**src/rtl/sync_ram_pkg.sv**
```systemverilog
`default_nettype none
// ============================================================================
// Module      : sync_ram_pkg
// Description : Shared constants and types for the sync_ram block. Holds the
//               default word and address widths plus the matching word type.
// Revision    : 1.0 - initial release
// ============================================================================
package sync_ram_pkg;

    // Default geometry: 4 words x 8 bits.
    localparam int unsigned c_DATA_W = 8;
    localparam int unsigned c_ADDR_W = 2;

    typedef logic [c_DATA_W-1:0] word_t;

endpackage : sync_ram_pkg
`default_nettype wire

```
**src/rtl/sync_ram_array.sv**
```systemverilog
`default_nettype none
// ============================================================================
// Module      : sync_ram_array
// Description : Reset-clearable register-file storage. One synchronous write
//               port and one combinational read port sharing an address.
// Ports       : clk     - clock, writes on rising edge
//               rst_n   - asynchronous active-low reset, clears every word
//               i_we    - write enable
//               i_addr  - word address for both read and write
//               i_din   - write data
//               o_rdata - combinational read data, contents of word i_addr
// Revision    : 1.0 - initial release
// ============================================================================
module sync_ram_array
    import sync_ram_pkg::*;
#(
    parameter int unsigned DATA_W = c_DATA_W,
    parameter int unsigned ADDR_W = c_ADDR_W,
    parameter int unsigned DEPTH  = 2**ADDR_W
) (
    input  logic              clk,
    input  logic              rst_n,
    input  logic              i_we,
    input  logic [ADDR_W-1:0] i_addr,
    input  logic [DATA_W-1:0] i_din,
    output logic [DATA_W-1:0] o_rdata
);

    // Every address value must map to a real word; no decode for holes.
    if (DEPTH != 2**ADDR_W) begin : g_depth_check
        $error("sync_ram_array: DEPTH must equal 2**ADDR_W");
    end

    logic [DATA_W-1:0] r_mem [DEPTH];

    // Flip-flop storage rather than an inferred RAM macro, so the async
    // reset can clear all words at once.
    always_ff @(posedge clk or negedge rst_n) begin
        if (!rst_n) begin
            for (int i = 0; i < DEPTH; i++) begin
                r_mem[i] <= '0;
            end
        end else if (i_we) begin
            r_mem[i_addr] <= i_din;
        end
    end

    assign o_rdata = r_mem[i_addr];

endmodule : sync_ram_array
`default_nettype wire

```
**src/rtl/sync_ram.sv**
```systemverilog
`default_nettype none
// ============================================================================
// Module      : sync_ram
// Description : Single-port synchronous RAM with registered read data.
//               Read-first on a same-address read-during-write.
// Ports       : clk   - clock, all state changes on rising edge
//               rst_n - asynchronous active-low reset, clears storage and dout
//               we    - write enable (1 = write din to mem[addr])
//               addr  - word address shared by read and write
//               din   - write data
//               dout  - registered read data, mem[addr] one edge after addr
// Revision    : 1.0 - initial release
// ============================================================================
module sync_ram
    import sync_ram_pkg::*;
#(
    parameter int unsigned DATA_W = c_DATA_W,
    parameter int unsigned ADDR_W = c_ADDR_W,
    parameter int unsigned DEPTH  = 2**ADDR_W
) (
    input  logic              clk,
    input  logic              rst_n,
    input  logic              we,
    input  logic [ADDR_W-1:0] addr,
    input  logic [DATA_W-1:0] din,
    output logic [DATA_W-1:0] dout
);

    logic              w_wr_en;
    logic [DATA_W-1:0] w_rdata;
    logic [DATA_W-1:0] r_dout;

    // Reset gating of writes is handled by the storage's async reset
    // priority; a write edge seen while rst_n is low never lands.
    assign w_wr_en = we;

    sync_ram_array #(
        .DATA_W (DATA_W),
        .ADDR_W (ADDR_W),
        .DEPTH  (DEPTH)
    ) u_array (
        .clk     (clk),
        .rst_n   (rst_n),
        .i_we    (w_wr_en),
        .i_addr  (addr),
        .i_din   (din),
        .o_rdata (w_rdata)
    );

    // w_rdata reflects the storage before this edge's write commits, so
    // capturing it here gives read-first behaviour for free.
    always_ff @(posedge clk or negedge rst_n) begin
        if (!rst_n) begin
            r_dout <= '0;
        end else begin
            r_dout <= w_rdata;
        end
    end

    assign dout = r_dout;

endmodule : sync_ram
`default_nettype wire

```
**config.mk**
```make
export PLATFORM = sky130hd
export DESIGN_NAME = sync_ram
export DESIGN_NICKNAME = d
export VERILOG_FILES = /design/src/rtl/sync_ram_pkg.sv /design/src/rtl/sync_ram_array.sv /design/src/rtl/sync_ram.sv
export SDC_FILE = /design/constraint.sdc
export NUM_CORES = 1
export LEC_CHECK = 0
export CORE_MARGIN = 5
export CORE_UTILIZATION = 45
export CTS_BUF_LIST = sky130_fd_sc_hd__clkbuf_4 sky130_fd_sc_hd__clkbuf_8
export DETAILED_ROUTE_END_ITERATION = 16
export GPL_TIMING_DRIVEN = 0
export PLACE_DENSITY = 0.71
export SLEW_MARGIN = 30
export SYNTH_ARGS = -nofsm -noshare
export SYNTH_HDL_FRONTEND = slang
export SYNTH_SLANG_ARGS = --single-unit
```
**constraint.sdc**
```tcl
create_clock -name clk -period 1.05 [get_ports clk]
set_input_delay 0.105 -clock clk [delete_from_list [all_inputs] [get_ports clk]]
set_output_delay 0.105 -clock clk [all_outputs]
set_load 0.01 [all_outputs]
```
* Word-level counts from Yosys, hierarchy flattened
Index checks and enable logic that the tools add are counted.
** Storage, ports and cells
- Bits in registers :: 40
- Bits of input ports :: 13
- Word-level logic and storage cells :: 15
** Operators by class
- Magnitude comparators :: 2
- Multiplexer cells :: 6
- Bitwise operators :: 1
- Reduce and logical (&&, ||, !) cells :: 1
** Operator list (count)
- $bwmux 32 :: 1
- $mux 8 :: 3
- $bmux 8 s2 :: 1
- $demux 8 s2 :: 1
- $ge 3x3->1 const B :: 1
- $lt 3x1->1 const B :: 1
- $not 2->3 :: 1
- $logic_and 1x1->1 :: 1

* Longest topological paths before layout
Gate-level depths: netlist (run 1).
- Depth after elaboration :: 6
- Depth in mapped cells :: 3

* Hierarchy
From an unflattened synthesis (run 1), not the netlist that was laid out.
** Unflattened totals
- Cell total of the unflattened synthesis :: 86
- Area total of the unflattened synthesis :: 1622.8 um^2
** By module, submodules not included
- sync_ram_array :: times used 1, cells an instance 78, area an instance 1422.6 um^2, seq. area each 800.8 um^2
- sync_ram :: times used 1, cells an instance 8, area an instance 200.2 um^2, seq. area each 200.2 um^2

* Worst setup path after synthesis (run 1)
No wires, ideal clock.
- Path kind :: reg-to-reg
- From :: register u_array.r_mem[18] (netlist name)
- To :: register r_dout[2] (netlist: dout[2])
- Setup time :: 140 ps
- Arrival time :: 816 ps
- Data required time :: 910 ps
- Slack :: 94 ps
- Cell stages (with the launch flop) :: 2
- Buffers on the path :: 0
- Clock period less this slack :: 956 ps
- Cell sequence :: dfrtp_1 > mux4_1
** Between the ends
- Longest elaborated chain between the ends :: 3
** Ends and longest elaborated chain
- start, declared :: line sync_ram_array.sv:34 : logic [DATA_W-1:0] r_mem [DEPTH];
- start signal, assigned by index :: line sync_ram_array.sv:44 : r_mem[i_addr] <= i_din;
- $bmux 8 s2 :: line sync_ram_array.sv:48 : assign o_rdata = r_mem[i_addr];
- $mux 8 (implied by the code) (2 in series) :: line sync_ram_array.sv:48
- net u_array.o_rdata[2] :: line sync_ram_array.sv:26 : output logic [DATA_W-1:0] o_rdata
- end signal, assigned :: line sync_ram.sv:56 : r_dout <= w_rdata;
- end, declared :: line sync_ram.sv:31 : logic [DATA_W-1:0] r_dout;
The timed path passes the listed nets, and every way through them passes these cells. The select of a mux whose other input is x is not followed.
A chain may end at the register's enable or synchronous reset.

* Worst setup path after layout (run 1)
- From :: input port addr[0]
- To :: register r_dout[3] (netlist: dout[3])
** Between the ends
- Longest elaborated chain between the ends :: 4
** Ends and longest elaborated chain
- start, declared :: line sync_ram.sv:24 : input logic [ADDR_W-1:0] addr,
- $not 2->3 (implied by the code) :: line sync_ram_array.sv:48
- $bmux 8 s2 :: line sync_ram_array.sv:48
- $mux 8 (implied by the code) (2 in series) :: line sync_ram_array.sv:48
- net u_array.o_rdata[3] :: line sync_ram_array.sv:26
The timed path passes the listed nets, and every way through them passes these cells. The select of a mux whose other input is x is not followed.

==> results of run 1 <==
[cell type report]
| type | instances | area share (%) |
|---|---|---|
| Tap cell | 46 | 2.88 |
| Sequential cell | 40 | 50.2 |
| Multi-Input combinational cell | 44 | 31.3 |
| Clock buffer | 6 | 2.26 |
| Clock inverter | 2 | 1.76 |
| Timing Repair Buffer | 23 | 10.5 |
| Buffer | 2 | 1.13 |
[where the power goes]
part / internal [mW] / leakage [nW] / switching, mW
Clock: 0.525 / 0.0456 / 0.468
Sequential: 1.84 / 0.473 / 0.120
Combinational: 0.406 / 0.354 / 0.241
[timing repair]
| item | in CTS | in global routing |
|---|---|---|
| gates resized for setup | 34 | 4 |
| hold buffers | 1 | 0 |
| setup endpoints to repair | 48 | 6 |
| buffers inserted | 1 | 0 |
| pin swaps | 1 | 0 |
| endpoints found under the hold margin | 16 | 0 |
[through the flow]
step / util (%) / setup TNS [ns] / setup WS [ns] / instances / power, mW
after global placement: 54.9 / -63.75 / -1.01 / 152 / 2.67
after CTS: 58.9 / 0 / 0.00170 / 163 / 3.67
final: 58.4 / 0 / 0.0359 / 163 / 3.60
after detailed placement: 55.6 / -24.62 / -0.704 / 153 / 2.72
after global routing: 58.4 / 0 / 0.000598 / 163 / 3.80
after floorplan: - / 0 / 0.0938 / 86 / 2.38
[registers in the layout, indices dropped and copies added, names as in the netlist]
signal         count
u_array.r_mem     32
dout               8
[synthesized netlist by cell type, drive strengths merged]
cell     n  share of area [%]
nand3    1               0.62
mux4     8                 12
nor3b    1                1.2
dfrtp   40                 62
nand3b   2                1.4
mux2    32                 22
buf      2                1.2
[metal layers]
layer  routed length (µm)  global-route usage (%)
met4                   31                    5.11
met1                 1270                    17.4
met3                  116                    3.87
met5                    0                       0
met2                 1340                    20.3
[worst max path at each step]
stage	to	start	slack [ns]	cells past startpoint
floorplan	dout[2]	u_array.r_mem[18]	0.09	1
global placement	u_array.r_mem[14]	rst_n	-1.01	1
detailed placement	u_array.r_mem[25]	we	-0.70	3
CTS	dout[4]	dout[4]	0.002	1
global route	dout[3]	u_array.r_mem[19]	0.0006	1
finish	dout[3]	addr[0]	0.04	3
[logic make-up (layout without fill, tap and decap cells)]
kind of cell,after synthesis,count (layout)
buf+inv,2,33
flops,40,40
simple gates,4,4
mux,40,40
==> impl_metrics.py, run 1 <==
metrics = {
    "synth": {
        "synth_top_family_by_area": "multiplexers",
        "yosysWarnings": 0,
        "synth_compound_area_share_pct": 0,
        "syn_area_um2": 1620,
        "synth_cells": 86,
        "synth-simple-area-share_pct": 3.17,
        "ys_types": 9,
        "muxShareOfSynthArea_pct": 33.8,
        "synth_fp_nets": 99,
        "ys_seq_area_share_pct": 61.8,
        "syn_area_per_cell_um2": 18.8,
        "synthAdderAreaFrac_pct": 0,
        "synth_seq_cells": 40,
        "synth_xor_area_share_pct": 0,
    },
    "detailed_routing": {
        "drt-pass1-iter-count": 2,
        "initialDrtViolationCount": 40,
        "wire_per_inst_um": 16.9,
        "drt_wl_total_um": 2760,
        "post-route-drc-count": 0,
        "vias": 869,
        "viasPerCell": 5.33,
        "ant_nets": 0,
    },
    "setup_path": {
        "slowest_delay_ns": 0.56,
        "required_ns": 1.26,
        "setup.worst_path.start_class": "input pin",
        "cp_num_buf_inv": 2,
        "r2r_setup_slack_ns": 0.04,
        "r2r_cells": 1,
        "crit_family": "multiplexers",
        "crit_fanout": 10,
        "reg2reg_from": "u_array.r_mem[19]",
        "cp_slowest_cell": "mux4_1",
        "rr_endpoint": "dout[3]",
        "worstPathArrival_ns": 1.22,
        "crit_type": "input pin to register",
        "path_cells": "dlygate4sd2_1, buf_8, mux4_1",
        "end_kind": "register",
    },
    "timing": {
        "hold_ws_ns": 0.222,
        "worstMarginPinSlew_ns": 0.418,
        "hold_violations": 0,
        "finalSetupViolations": 0,
        "fin_crit_ns": 1.01,
        "slew_viol_final": 0,
        "clock.fmax_mhz": 986,
        "finClkSkew_ns": 0.00538,
        "maxSlewHeadroom_pct": 72.1,
        "rsz0062_at_grt": "false",
        "period_share_pct": 96.6,
    },
    "cts": {
        "clk_latency_ns": 0.33,
        "clock_sinks": 40,
        "cts_tree": "built",
        "cts-root-buf": "clkbuf_4",
        "cts.clk_slew.worst_paths_ns": 0.11,
        "cts_made_buffers": 5,
        "htree_num_levels": 2,
        "clockBufferDepth": 2,
    },
    "finish": {
        "n_antenna_cell": 0,
        "n_fill_cell": 273,
        "final_cell_mix": "dfrtp_1 (40), mux2_2 (32), clkdlybuf4s50_1 (8), buf_2 (7)",
        "mostFrequentLayoutCell": "dfrtp_1",
        "design_area_um2": 2000,
        "area_growth_syn_to_layout_pct": 23.3,
        "regArea_um2": 1000,
        "multiInputGateArea_um2": 624,
        "final_net_count": 129,
        "drive_above_1_share_pct": 53.8,
    },
    "floorplan": {
        "pin_count": 21,
        "rows": 21,
        "die_y_um": 70.0,
        "initial_core_util_pct": 47.4,
        "dieWidth_um": 70.0,
        "core-area_um2": 3420,
        "dieArea_um2": 4900,
    },
    "pwr": {
        "irDropWorstVdd_uv": 907,
        "p_per_area_nw_per_um2": 1810,
        "leakage_nw": 0.873,
    },
    "placement": {
        "dp_hpwl_um": 1910,
        "io_buffers": 20,
        "placed_cell_area_um2": 1900,
        "gp_congestion": 0.669,
    },
    "hold_path": {
        "min_path_type": "input pin to async pin",
    },
    "global_routing": {
        "grt_pass1_vias": 1017,
        "grt-ovfl-total": 0,
        "grt_max_degree": 25,
        "grt_usage_pct": 13.1,
        "antenna_found_initial": 0,
        "grt_pass1_wl_um": 5000,
    },
    "flow_run": {
        "cap_viol_max_count": 0,
    },
    "status": {
        "outcome": "complete, no violations",
    },
}
Power figures use the tool's default switching activity.
==> inputs of run 2 (changes only) <==
--- a/config.mk
+++ b/config.mk
@@ -9,8 +9,8 @@
 export CORE_UTILIZATION = 45
 export CTS_BUF_LIST = sky130_fd_sc_hd__clkbuf_4 sky130_fd_sc_hd__clkbuf_8
 export DETAILED_ROUTE_END_ITERATION = 16
-export GPL_TIMING_DRIVEN = 0
-export PLACE_DENSITY = 0.71
+export GPL_TIMING_DRIVEN = 1
+export PLACE_DENSITY = 0.67
 export SLEW_MARGIN = 30
 export SYNTH_ARGS = -nofsm -noshare
 export SYNTH_HDL_FRONTEND = slang
==> run 2 against run 1 <==
  * Worst hold slack better by 0.016 ns
  * Sequential share of layout area shrank 0.84 points
  * Maximum frequency fell by 1.3%
  * Critical path depth decreased by 2
  * Count of clock-buffer cells in the layout unchanged
  * Die area stayed put
  * Critical path type is now register to register
  * Critical endpoint is now dout[2]
==> impl_metrics.py, run 2 (synthesis results as in run 1) <==
metrics = {
    "status": {
        "outcome": "complete, no violations",
    },
    "floorplan": {
        "pin_count": 21,
        "rows": 21,
        "core-area_um2": 3420,
        "die_y_um": 70.0,
        "dieWidth_um": 70.0,
        "initial_core_util_pct": 47.4,
        "dieArea_um2": 4900,
    },
    "global_routing": {
        "grt_usage_pct": 13.3,
        "grt-ovfl-total": 0,
        "antenna_found_initial": 0,
        "grt_max_degree": 41,
        "grt_pass1_vias": 1022,
        "grt_pass1_wl_um": 4970,
    },
    "setup_path": {
        "worstPathArrival_ns": 1.25,
        "required_ns": 1.27,
        "setup.worst_path.start_class": "register",
        "crit_fanout": 2,
        "cp_num_buf_inv": 0,
        "crit_type": "register to register",
        "end_kind": "register",
        "cp_slowest_cell": "mux4_1",
        "path_cells": "mux4_1",
        "crit_family": "multiplexers",
        "slowest_delay_ns": 0.51,
    },
    "placement": {
        "placed_cell_area_um2": 1940,
        "gp_congestion": 0.701,
        "io_buffers": 20,
        "dpl.cell_count": 158,
    },
    "timing": {
        "maxSlewHeadroom_pct": 78.7,
        "clock.fmax_mhz": 973,
        "rsz0062_at_grt": "false",
        "worstMarginPinSlew_ns": 0.320,
        "hold_ws_ns": 0.238,
        "hold_violations": 0,
        "slew_viol_final": 0,
        "period_share_pct": 97.9,
        "finClkSkew_ns": 0.00460,
        "finalSetupViolations": 0,
        "fin_crit_ns": 1.03,
    },
    "cts": {
        "htree_num_levels": 2,
        "clockBufferDepth": 2,
        "cts.clk_slew.worst_paths_ns": 0.11,
        "clock_sinks": 40,
        "cts-root-buf": "clkbuf_4",
        "clk_latency_ns": 0.34,
        "cts_made_buffers": 5,
        "cts_tree": "built",
    },
    "finish": {
        "largest-register": "u_array.r_mem",
        "design_area_um2": 2030,
        "final_net_count": 135,
        "final_cell_mix": "dfrtp_1 (40), mux2_2 (31), buf_2 (9), clkdlybuf4s50_1 (8), mux4_2 (6)",
        "drive_above_1_share_pct": 56.1,
        "largest_reg_flops": 32,
        "instances_no_fill": 169,
        "n_antenna_cell": 0,
        "final_util_pct": 59.4,
        "mostFrequentLayoutCell": "dfrtp_1",
        "area_growth_syn_to_layout_pct": 25.3,
    },
    "detailed_routing": {
        "post-route-drc-count": 0,
        "initialDrtViolationCount": 32,
        "viasPerCell": 5.29,
        "vias": 894,
        "drt_wl_total_um": 2870,
        "drt-pass1-iter-count": 4,
        "wire_per_inst_um": 17.0,
        "ant_nets": 0,
    },
    "flow_run": {
        "cap_viol_max_count": 0,
    },
    "pwr": {
        "irDropWorstVdd_uv": 867,
        "leakage_nw": 0.900,
        "p_per_area_nw_per_um2": 1700,
    },
    "hold_path": {
        "min_path_type": "input pin to async pin",
    },
}
[run 2: cell count changes in the layout (fill, tap and decap cells not counted), sizes merged]
cell and delta:
clkdlybuf4s15 -1, bufinv -1, clkinv +1, clkbuf -2, dlygate4sd2 +1, buf +8
[run 2: timing repair]
item	CTS	global route
setup buffers	2	0
resized for setup	39	2
hold endpoints to repair	40	0
hold buffers	1	0
pin swaps	1	0
endpoints found under the setup margin	44	2
[run 2: metrics by stage]
stage	setup WS, ns	setup TNS [ns]	power [mW]
after floorplan	0.0938	0	2.38
after global placement	-0.537	-18.32	2.70
after detailed placement	-0.599	-19.73	2.74
after CTS	0.000917	0	3.51
after global routing	0.00121	0	3.62
final	0.0224	0	3.45
[run 2: layout make-up]
type	instances	area, µm²
clock inverter	2	10.0
fill	284	1390
multi-input combinational	44	628
clock buffer	6	51.3
timing repair buffer	31	282
sequential	40	1000
tap	46	57.6
[run 2: final timing paths]
check / startpoint / slack, ns / cells past startpoint / end
setup / recovery: u_array.r_mem[18] / 0.02 / 1 / dout[2]
hold / removal: rst_n / 0.24 / 3 / dout[7]
setup reg to reg: u_array.r_mem[18] / 0.02 / 1 / dout[2]
hold reg to reg: u_array.r_mem[15] / 0.51 / 1 / u_array.r_mem[15]
max in group asynchronous: rst_n / 0.62 / 3 / u_array.r_mem[19]
min in group clk: addr[0] / 0.40 / 3 / dout[1]
[run 2: report_power, final]
group / total (mW) / leakage, nW / internal (mW) / switching, mW
clock: 0.800 / 0.0380 / 0.319 / 0.481
combinational: 0.672 / 0.389 / 0.427 / 0.246
sequential: 1.98 / 0.473 / 1.84 / 0.134
[run 2: routing by layer]
metal	part of all wire [%]	track usage (%)
met5	0	0
met3	3.9	3.87
met2	55	23.3
met1	39	14.8
met4	1.9	6.17
==> inputs of run 3 (changes only) <==
--- a/config.mk
+++ b/config.mk
@@ -9,6 +9,7 @@
 export CORE_UTILIZATION = 45
 export CTS_BUF_LIST = sky130_fd_sc_hd__clkbuf_4 sky130_fd_sc_hd__clkbuf_8
 export DETAILED_ROUTE_END_ITERATION = 16
+export GPL_ROUTABILITY_DRIVEN = 1
 export GPL_TIMING_DRIVEN = 1
 export PLACE_DENSITY = 0.67
 export SLEW_MARGIN = 30
==> results of run 3 <==
Same layout as run 2: the final DEF is identical, and so are final timing and power.
